==> config.mk <==
export PLATFORM = sky130hd
export DESIGN_NAME = pseudo_softmax_normalizer_flat
export DESIGN_NICKNAME = d
export VERILOG_FILES = /design/src/rtl/pseudo_softmax_normalizer_if.sv /design/src/rtl/pseudo_softmax_normalizer.sv /design/src/flat_wrapper.sv
export SDC_FILE = /design/constraint.sdc
export NUM_CORES = 1
export LEC_CHECK = 0
export BUFFER_PORTS_ARGS = -buffer_cell sky130_fd_sc_hd__buf_2
export CORE_ASPECT_RATIO = 1.2
export CORE_MARGIN = 10
export CORE_UTILIZATION = 45
export CTS_CLUSTER_SIZE = 16
export DETAILED_ROUTE_END_ITERATION = 7
export HOLD_SLACK_MARGIN = 0.15
export PLACE_DENSITY = 0.68
export SYNTH_ARGS = -nofsm -noshare
export SYNTH_HDL_FRONTEND = slang
export SYNTH_SLANG_ARGS = --single-unit
==> constraint.sdc <==
create_clock -name clk -period 5.5 [get_ports clk]
set_input_delay 0.275 -clock clk [delete_from_list [all_inputs] [get_ports clk]]
set_output_delay 0.275 -clock clk [all_outputs]
set_load 0.01 [all_outputs]
==> src/rtl/pseudo_softmax_normalizer_if.sv <==
// Handshake bundle: one vector-in stream (ten scores plus sum exponent/mantissa)
// and one element-out stream of Q0.8 pseudo-probabilities.
interface pseudo_softmax_normalizer_if;
    logic [7:0] x1, x2, x3, x4, x5, x6, x7, x8, x9, x10;
    logic [8:0] exp;
    logic [7:0] mant;
    logic       in_valid;
    logic       in_ready;
    logic [7:0] out_data;
    logic [3:0] out_idx;
    logic       out_last;
    logic       out_valid;
    logic       out_ready;

    modport master (
        output x1, x2, x3, x4, x5, x6, x7, x8, x9, x10, exp, mant, in_valid, out_ready,
        input  in_ready, out_data, out_idx, out_last, out_valid
    );

    modport slave (
        input  x1, x2, x3, x4, x5, x6, x7, x8, x9, x10, exp, mant, in_valid, out_ready,
        output in_ready, out_data, out_idx, out_last, out_valid
    );
endinterface

==> src/rtl/pseudo_softmax_normalizer.sv <==
// Captures a score vector and streams p_i ~ 2^x_i / sum in Q0.8, one element per handshake.
// Latency 2 cycles accept-to-first-element; outputs hold while out_ready is low, in_ready low while busy.
module pseudo_softmax_normalizer #(
    parameter int N   = 10,
    parameter int SAT = 255
) (
    input  logic                         clk,
    input  logic                         rst,
    pseudo_softmax_normalizer_if.slave   bus
);
    typedef enum logic [1:0] {IDLE, LOAD, EMIT} state_t;

    localparam logic [7:0] SAT_V  = 8'(SAT);
    localparam logic [3:0] LAST_I = 4'(N - 1);

    state_t     state_q, state_d;
    logic [7:0] x_q [N];
    logic [8:0] exp_q;
    logic [7:0] mant_q;
    logic [7:0] out_data_q, out_data_d;
    logic [3:0] out_idx_q, out_idx_d;
    logic       out_last_q, out_last_d;
    logic       out_valid_q, out_valid_d;
    logic       cap_en;

    logic [7:0]        in_x [N];
    logic [3:0]        elem_idx;
    logic [7:0]        x_sel;
    logic signed [9:0] d_raw;
    logic [9:0]        d_cl, s, r, p;
    logic [7:0]        elem_data;

    assign in_x[0] = bus.x1;
    assign in_x[1] = bus.x2;
    assign in_x[2] = bus.x3;
    assign in_x[3] = bus.x4;
    assign in_x[4] = bus.x5;
    assign in_x[5] = bus.x6;
    assign in_x[6] = bus.x7;
    assign in_x[7] = bus.x8;
    assign in_x[8] = bus.x9;
    assign in_x[9] = bus.x10;

    // Division replaced by exponent difference, linear reciprocal 1-f/2 and a right shift.
    always_comb begin
        elem_idx = (state_q == LOAD) ? 4'd0 : out_idx_q + 4'd1;
        x_sel    = 8'd0;
        for (int i = 0; i < N; i++) begin
            if (elem_idx == 4'(i)) x_sel = x_q[i];
        end
        d_raw     = $signed({1'b0, exp_q}) - $signed({2'b00, x_sel});
        d_cl      = d_raw[9] ? 10'd0 : d_raw;
        s         = d_cl + 10'd1;
        r         = 10'd512 - {2'b00, mant_q};
        p         = (s >= 10'd10) ? 10'd0 : (r >> s);
        elem_data = (p == 10'd256) ? SAT_V : p[7:0];
    end

    always_comb begin
        state_d     = state_q;
        out_data_d  = out_data_q;
        out_idx_d   = out_idx_q;
        out_last_d  = out_last_q;
        out_valid_d = out_valid_q;
        cap_en      = 1'b0;
        case (state_q)
            IDLE: begin
                if (bus.in_valid) begin
                    cap_en  = 1'b1;
                    state_d = LOAD;
                end
            end
            LOAD: begin
                out_data_d  = elem_data;
                out_idx_d   = 4'd0;
                out_last_d  = (LAST_I == 4'd0);
                out_valid_d = 1'b1;
                state_d     = EMIT;
            end
            EMIT: begin
                if (bus.out_ready) begin
                    if (out_idx_q == LAST_I) begin
                        out_valid_d = 1'b0;
                        out_last_d  = 1'b0;
                        state_d     = IDLE;
                    end else begin
                        out_data_d = elem_data;
                        out_idx_d  = elem_idx;
                        out_last_d = (elem_idx == LAST_I);
                    end
                end
            end
            default: state_d = IDLE;
        endcase
    end

    always_ff @(posedge clk) begin
        if (rst) begin
            state_q     <= IDLE;
            out_data_q  <= 8'd0;
            out_idx_q   <= 4'd0;
            out_last_q  <= 1'b0;
            out_valid_q <= 1'b0;
            exp_q       <= 9'd0;
            mant_q      <= 8'd0;
            for (int i = 0; i < N; i++) x_q[i] <= 8'd0;
        end else begin
            state_q     <= state_d;
            out_data_q  <= out_data_d;
            out_idx_q   <= out_idx_d;
            out_last_q  <= out_last_d;
            out_valid_q <= out_valid_d;
            if (cap_en) begin
                exp_q  <= bus.exp;
                mant_q <= bus.mant;
                for (int i = 0; i < N; i++) x_q[i] <= in_x[i];
            end
        end
    end

    assign bus.in_ready  = (state_q == IDLE);
    assign bus.out_data  = out_data_q;
    assign bus.out_idx   = out_idx_q;
    assign bus.out_last  = out_last_q;
    assign bus.out_valid = out_valid_q;
endmodule

==> src/flat_wrapper.sv <==
// flat-port wrapper written by rule: the top's interface ports become plain ports
module pseudo_softmax_normalizer_flat 
#(
    parameter int N   = 10,
    parameter int SAT = 255
)
  (clk, rst, bus_x1, bus_x2, bus_x3, bus_x4, bus_x5, bus_x6, bus_x7, bus_x8, bus_x9, bus_x10, bus_exp, bus_mant, bus_in_valid, bus_out_ready, bus_in_ready, bus_out_data, bus_out_idx, bus_out_last, bus_out_valid);
  pseudo_softmax_normalizer_if bus_i ();
  input  logic clk;
  input  logic rst;
  input wire logic [$bits(bus_i.x1)-1:0] bus_x1;
  input wire logic [$bits(bus_i.x2)-1:0] bus_x2;
  input wire logic [$bits(bus_i.x3)-1:0] bus_x3;
  input wire logic [$bits(bus_i.x4)-1:0] bus_x4;
  input wire logic [$bits(bus_i.x5)-1:0] bus_x5;
  input wire logic [$bits(bus_i.x6)-1:0] bus_x6;
  input wire logic [$bits(bus_i.x7)-1:0] bus_x7;
  input wire logic [$bits(bus_i.x8)-1:0] bus_x8;
  input wire logic [$bits(bus_i.x9)-1:0] bus_x9;
  input wire logic [$bits(bus_i.x10)-1:0] bus_x10;
  input wire logic [$bits(bus_i.exp)-1:0] bus_exp;
  input wire logic [$bits(bus_i.mant)-1:0] bus_mant;
  input wire logic [$bits(bus_i.in_valid)-1:0] bus_in_valid;
  input wire logic [$bits(bus_i.out_ready)-1:0] bus_out_ready;
  output wire logic [$bits(bus_i.in_ready)-1:0] bus_in_ready;
  output wire logic [$bits(bus_i.out_data)-1:0] bus_out_data;
  output wire logic [$bits(bus_i.out_idx)-1:0] bus_out_idx;
  output wire logic [$bits(bus_i.out_last)-1:0] bus_out_last;
  output wire logic [$bits(bus_i.out_valid)-1:0] bus_out_valid;
  assign bus_i.x1 = bus_x1;
  assign bus_i.x2 = bus_x2;
  assign bus_i.x3 = bus_x3;
  assign bus_i.x4 = bus_x4;
  assign bus_i.x5 = bus_x5;
  assign bus_i.x6 = bus_x6;
  assign bus_i.x7 = bus_x7;
  assign bus_i.x8 = bus_x8;
  assign bus_i.x9 = bus_x9;
  assign bus_i.x10 = bus_x10;
  assign bus_i.exp = bus_exp;
  assign bus_i.mant = bus_mant;
  assign bus_i.in_valid = bus_in_valid;
  assign bus_i.out_ready = bus_out_ready;
  assign bus_in_ready = bus_i.in_ready;
  assign bus_out_data = bus_i.out_data;
  assign bus_out_idx = bus_i.out_idx;
  assign bus_out_last = bus_i.out_last;
  assign bus_out_valid = bus_i.out_valid;
  pseudo_softmax_normalizer #(.N(N), .SAT(SAT)) u_core (.clk(clk), .rst(rst), .bus(bus_i));
endmodule
==> results of run 1 <==
==> through the flow <==
stage | hold WS [ps] | setup slack, ps | total power [mW] | cell area (um2)
floorplan | 384 | 520 | 1.55 | 6130
global placement | 484 | 369 | 1.77 | 6910
detailed placement | 487 | 246 | 1.77 | 6910
CTS | 150 | 198 | 2.85 | 8140
global route | 154 | 5.18 | 2.98 | 8170
finish | 156 | 397 | 2.85 | 8170
==> per-layer routing <==
layer  track usage  vias up  wire length, um
li1              -     2560                -
met1         0.212     2505             7090
met2         0.320      196             8930
met3        0.0440       47              939
met4        0.0867        0              590
met5             0        -                0
==> kinds of logic (layout without fill, tap and decap cells) <==
logic type | after synthesis | count (layout) | share of synthesized area
xor gates and xnor gates | 12 | 12 | 0.0184
AOI/OAI and AO/OA | 152 | 152 | 0.189
buffers and inverters | 38 | 238 | 0.0257
adders and majority gates | 12 | 12 | 0.0257
muxes | 16 | 16 | 0.0265
and+or+nand+nor | 242 | 242 | 0.215
DFF | 113 | 113 | 0.500
==> worst max-delay path, stage by stage, from the launching register on <==
cell      delay [ps]
dfxtp_1          370
ha_2             270
a21oi_1          130
mux2i_1           80
o22ai_1          160
nand2_1          120
nor2_1           580
a22oi_1          220
nand3_1          120
ha_1             160
inv_1             50
fa_1             470
a21o_1           250
a221oi_2         240
xor2_1           160
o21ai_1          170
or3_4            480
nor2b_2          120
o22ai_1          100
o41a_4           550
a311oi_2         200
==> state kept, by name, indices dropped and copies added, names as in the netlist <==
| name | flops |
|---|---|
| u_core.bus.out_data | 8 |
| u_core.bus.out_idx | 4 |
| u_core.bus.out_last | 1 |
| u_core.bus.out_valid | 1 |
| u_core.exp_q | 9 |
| u_core.mant_q | 8 |
| u_core.state_q | 2 |
| u_core.x_q | 80 |
==> path summary, 6_finish.rpt <==
path / slack, ps / endpoint / cells after the start
hold reg to reg: 510 / u_core.bus.out_valid$_SDFFE_PP0P_ / 2
setup / recovery: 400 / u_core.bus.out_data[2]$_SDFFE_PP0P_ / 20
setup reg to reg: 400 / u_core.bus.out_data[2]$_SDFFE_PP0P_ / 20
hold / removal: 160 / u_core.x_q[0][27]$_SDFFCE_PN0P_ / 2
==> layout make-up <==
class | instances | area, um2 | area share
Sequential cell | 113 | 3060 | 0.375
Clock buffer | 18 | 429 | 0.0526
Clock inverter | 14 | 133 | 0.0162
Multi-Input combinational cell | 434 | 2950 | 0.361
Timing Repair Buffer | 195 | 1340 | 0.165
Inverter | 11 | 41.3 | 0.00506
Tap cell | 168 | 210 | 0.0257
==> Yosys cell counts, types with 3 or more instances <==
cell type,n
nor2_1,44
or3_1,4
and3_1,7
nand2_1,54
a22oi_1,9
a211oi_2,6
or2_2,3
nor3_1,9
a21oi_1,25
nand2b_1,5
inv_1,11
ha_1,11
o21ai_0,28
a222oi_1,8
and2_1,83
a221o_1,3
clkbuf_1,25
a22o_1,14
xor2_1,5
o31a_1,4
xnor2_1,6
mux2i_1,14
o31ai_1,4
a31oi_1,4
o21a_1,4
o22ai_1,6
a221oi_1,4
nor2b_1,5
a211oi_1,3
dfxtp_1,33
a32o_1,3
edfxtp_1,80
nand3_1,8
==> power by group through the flow <==
| stage | Combinational, mW | Sequential [mW] | Clock, mW |
|---|---|---|---|
| 6_report | 0.784 | 1.02 | 1.04 |
| 5_1_grt | 0.859 | 1.03 | 1.09 |
| 4_1_cts | 0.772 | 1.02 | 1.05 |
| 3_5_place_dp | 0.731 | 1.04 | 0 |
| 3_3_place_gp | 0.734 | 1.04 | 0 |
| 2_1_floorplan | 0.520 | 1.03 | 0 |
==> timing repair <==
action                                  4_1_cts  5_1_grt
endpoints found under the setup margin        0        8
hold endpoints to repair                     67        0
hold buffers                                 67        0
resized for setup                             0        7
==> summary.md, run 1 <==
| Metric | Value |
|---|---|
| Initial antenna violation count | `0` |
| Gate power share | `0.275` |
| Worst flop-to-flop path startpoint | `u_core.bus.out_idx[0]$_SDFFE_PP0P_` |
| Layout cells sized above 1 | `0.254` |
| Mapped cell area | `6130 um2` |
| Placement Rows | `46` |
| Global router's overall resource usage | `0.186` |
| CTS tree | `built` |
| Fillers | `1053` |
| Sequential Power Share | `0.360` |
| Die extent in y | `148 um` |
| Worst VDD drop | `0.303 mV` |
| Placer Congestion | `0.977` |
| Die footprint | `18700 um2` |
| Most common cell after layout, fill and taps aside | `buf_2` |
| #FFs+latches synth | `~110` |
| Power density over cell area | `349 nW/um2` |
| Synth top area share | `0.392` |
| Vias in the first global route | `between 5000 and 6000` |
| Core area | `about 13000 um2` |
| Tmin final | `a little over 5000 ps` |
| Yosys cell types | `75` |
| Setup bufs post-CTS | `0` |
| Setup crit end kind | `flip-flop` |
| Vias | `~5300` |
| Mapped Nets | `698` |
| Internal power | `1.92 mW` |
| IO Port Bufs | `115` |
| Crit Path Max Fanout | `12` |
| Sw power | `approximately 920 uW` |
| WP data arrival | `5430 ps` |
| Area Growth Syn to Fin | `33.2%` |
| EDFF count, synth | `80` |
| MaxCap Viol Count | `0` |
| Clk_skew | `8.76 ps` |
| Crit path kind | `reg2reg` |
| Avg Cell Area, Syn | `10.5 um2` |
| Yosys warns | `0` |
| CTS H-Tree Depth | `4` |
| Cell taking the most area after synthesis | `edfxtp_1` |
| DR WL/cell | `18.4 um` |
| Clk buf depth | `2` |
| CTS clk-pin slew, worst paths | `about 60 ps` |
| Final std cells w/o fill | `953` |
| Root buf cell | `clkbuf_16` |
| HP Class | `in2reg` |
| Critical path data required time | `~5800 ps` |
| Crit path from | `u_core.bus.out_idx[0]$_SDFFE_PP0P_` |
| Most frequently used flop master after synthesis | `edfxtp_1` |
| Synth top area cells | `edfxtp_1 (39%), dfxtp_1 (11%), and2_1 (8.5%), nand2_1 (3.3%), nor2_1 (2.7%)` |
| Status | `finished, final reports clean` |
| Ys async rst share | `0` |
| Final ANT Viol Nets | `0` |
| Worst skew pair latency | `410 ps` |
| Worst Max-Slew Pin Slew | `1080 ps` |
| DP Wirelength | `12.6 mm` |
| Post-Synthesis Cells | `585` |
| Largest net degree at the start of global routing | `99` |
| Unrepaired setup endpoints after global routing | `false` |
| Final core occ | `0.614` |
| # diodes | `0` |
| Final Cycle Share | `0.928` |
| # setup viols final | `0` |
| Drt first-iter violations | `approximately 370` |
| Initial core utilization | `0.461` |
| First-pass GRT wire length | `28.3 mm` |
| Dpl cells | `854` |
| Hold Startpoint | `bus_x4[3]` |
| TritonCTS Buffers | `17` |
| Drt total wl | `about 18 mm` |
| DRC viols | `0` |
| Clk pwr share | `0.365` |
| Static Leak | `3.30 nW` |
| GR Overflow Total | `0` |
| Total clock sinks | `113` |
| Seq/Total Area, Yosys | `0.500` |
| Final hold viol count | `0` |
| Final count of pins violating max slew | `0` |
| Rel. slew slack | `0.278` |
| Die W | `127 um` |
| Worst Setup Start Kind | `flip-flop` |
| Switching Fraction | `0.325` |
| Nets | `885` |
| Drt pass-1 iters | `7` |
| Most frequent cells in the layout | `buf_2 (115), and2_1 (83), edfxtp_1 (80)` |
| Top-Level Pins | `116` |
| Max Clk Rate | `approximately 200 MHz` |
| Setup TNS | `0 ps` |
| Via/cell ratio | `5.57` |
Power figures use the tool's default switching activity.
==> inputs of run 2 (changes only) <==
--- a/config.mk
+++ b/config.mk
@@ -8,11 +8,11 @@
 export BUFFER_PORTS_ARGS = -buffer_cell sky130_fd_sc_hd__buf_2
 export CORE_ASPECT_RATIO = 1.2
 export CORE_MARGIN = 10
-export CORE_UTILIZATION = 45
+export CORE_UTILIZATION = 30
 export CTS_CLUSTER_SIZE = 16
 export DETAILED_ROUTE_END_ITERATION = 7
 export HOLD_SLACK_MARGIN = 0.15
-export PLACE_DENSITY = 0.68
+export PLACE_DENSITY = 0.49
 export SYNTH_ARGS = -nofsm -noshare
 export SYNTH_HDL_FRONTEND = slang
 export SYNTH_SLANG_ARGS = --single-unit
==> run 2 against run 1 <==
- final cell count rose by 11%
- flip-flop and latch count unchanged
- largest cell class unchanged
- routed wire length up 8.4%
- count of clock-buffer cells in the layout is 1 higher
- critical path depth down 2
- utilization is 20 points lower
- power up 3.3%
- sequential power about the same
- combinational power is 2% higher
- critical endpoint unchanged
- final area increased by 2.7%
- non-clock buffer count rose by 8
- fmax down 2.1%
==> summary.md, run 2 (synthesis results as in run 1) <==
| Metric | Value |
|---|---|
| Root buf cell | `clkbuf_16` |
| CTS tree | `built` |
| WP data arrival | `5530 ps (+100 ps)` |
| Setup TNS | `0 ps (unchanged)` |
| Worst skew pair latency | `410 ps (about the same)` |
| Drt total wl | `19.0 mm (+8.4%)` |
| Nets | `893 (+0.90%)` |
| Core area | `20200 um2 (+52%)` |
| Post-route cell area | `8390 um2 (+2.7%)` |
| Most common cell after layout, fill and taps aside | `buf_2` |
| Initial antenna violation count | `0 (unchanged)` |
| Total clock sinks | `113 (unchanged)` |
| Crit path kind | `reg2reg` |
| Die extent in y | `177 um (+19%)` |
| Placer Congestion | `0.904 (-7.5%)` |
| Layout cells sized above 1 | `0.248 (-0.00508)` |
| Max Clk Rate | `192 MHz (-2.1%)` |
| Die footprint | `26600 um2 (+42%)` |
| Largest net degree at the start of global routing | `89 (-10%)` |
| Final Cycle Share | `0.948 (+0.0197)` |
| Tmin final | `5210 ps (+108 ps)` |
| HP Class | `in2reg` |
| Status | `finished, final reports clean` |
| Top-Level Pins | `116 (unchanged)` |
| Drt pass-1 iters | `5 (-2)` |
| DP Wirelength | `14.3 mm (+13%)` |
| Fin Hold WS | `166 ps (+10.3 ps)` |
| Static Leak | `3.35 nW (+1.6%)` |
| Worst VDD drop | `0.200 mV (-34%)` |
| Dpl cells | `954 (+12%)` |
| First-pass GRT wire length | `29.7 mm (+5.2%)` |
| Final Power | `2.94 mW (+3.3%)` |
| Final ANT Viol Nets | `0 (unchanged)` |
| Placement Rows | `57 (+24%)` |
| Drt first-iter violations | `318 (-13%)` |
| Setup crit end kind | `flip-flop` |
| CTS H-Tree Depth | `4 (unchanged)` |
| Worst Setup Start Kind | `flip-flop` |
| Power density over cell area | `351 nW/um2 (+0.62%)` |
| Global router's overall resource usage | `0.144 (-0.0414)` |
| Critical path data required time | `5820 ps (about the same)` |
| Initial core utilization | `0.304 (-0.157)` |
| Via/cell ratio | `4.96 (-11%)` |
| Rel. slew slack | `0.345 (+0.0668)` |
| MaxCap Viol Count | `0 (unchanged)` |
| Clk buf depth | `2 (unchanged)` |
| Unrepaired setup endpoints after global routing | `false` |
| Placed cell area | `7050 um2 (+2.1%)` |
| Vias in the first global route | `5508 (-0.51%)` |
| Worst Max-Slew Pin Slew | `983 ps (-100 ps)` |
| DRC viols | `0 (unchanged)` |
| Largest register FFs | `80 (unchanged)` |
| Most frequent cells in the layout | `buf_2 (115), and2_1 (83), edfxtp_1 (80)` |
| Vias | `5250 (-1.1%)` |
| IO Port Bufs | `115 (unchanged)` |
| TritonCTS Buffers | `17 (unchanged)` |
| # setup viols final | `0 (unchanged)` |
| Fillers | `1951 (+85%)` |
| GR Overflow Total | `0 (unchanged)` |
| # diodes | `0 (unchanged)` |
| DR WL/cell | `18.0 um (-2.3%)` |
| Crit Path Max Fanout | `18 (+6)` |
| Final hold viol count | `0 (unchanged)` |
| Final std cells w/o fill | `1058 (+11%)` |
| Final count of pins violating max slew | `0 (unchanged)` |
| Die W | `151 um (+19%)` |
| Largest reg by FF count | `u_core.x_q` |
| Top flop regs | `u_core.x_q (80), u_core.exp_q (9)` |
| CTS clk-pin slew, worst paths | `60 ps (about the same)` |
| Clk_skew | `6.27 ps (-2.49 ps)` |
| Area Growth Syn to Fin | `36.8%` |
run 2: report_power, final:
group | switching, mW | internal, mW | leakage, nW
clock network | 0.406 | 0.713 | 0.281
logic | 0.491 | 0.312 | 1.93
registers | 0.0306 | 0.991 | 1.14
total | 0.928 | 2.02 | 3.35
run 2: cell type report:
type / count / area, um2 / share of cell area
Tap cell: 265 / 332 / 0.0395
Clock inverter: 13 / 161 / 0.0192
Clock buffer: 19 / 433 / 0.0516
Sequential cell: 113 / 3060 / 0.365
Timing Repair Buffer: 203 / 1420 / 0.169
Inverter: 11 / 41.3 / 0.00492
Multi-Input combinational cell: 434 / 2940 / 0.351
run 2: metrics by stage:
step / setup slack [ps] / util
CTS: 149 / 0.415
global placement: 250 / 0.349
floorplan: 520 / -
global route: 17.7 / 0.416
detailed placement: 175 / 0.349
finish: 288 / 0.416
run 2: critical path: stages, from the launching register on:
cell and delay (ps):
dfxtp_1 340, buf_4 270, ha_1 400, nand2b_1 290, o21ai_0 170, o21ai_0 200
a222oi_1 320, nand2_1 120, a221oi_1 250, ha_1 400, nor2_2 230, a211oi_4 80
o31ai_1 330, o21ai_0 180, a31oi_1 440, and3_1 250, o22ai_1 110, o41a_4 550
a311oi_2 200
run 2: final timing paths:
path	depth (start not counted)	to	slack, ps	startpoint
setup / recovery	18	u_core.bus.out_data[2]$_SDFFE_PP0P_	290	u_core.bus.out_idx[0]$_SDFFE_PP0P_
hold / removal	2	u_core.x_q[0][74]$_SDFFCE_PN0P_	170	bus_x10[2]
setup reg to reg	18	u_core.bus.out_data[2]$_SDFFE_PP0P_	290	u_core.bus.out_idx[0]$_SDFFE_PP0P_
hold reg to reg	1	u_core.exp_q[2]$_SDFFE_PP0P_	500	u_core.exp_q[2]$_SDFFE_PP0P_
run 2: per-layer routing:
layer	vias to the layer above	global-route usage	wire (um)
li1	2569	-	-
met3	32	0.0382	993
met4	0	0.0689	580
met1	2483	0.158	7610
met5	-	0	0
met2	166	0.253	9840
run 2: repair_timing:
action,CTS,global route
resized for setup,0,3
hold buffers,72,0
endpoints found under the setup margin,0,7
hold endpoints to repair,72,0
buffers inserted,0,0
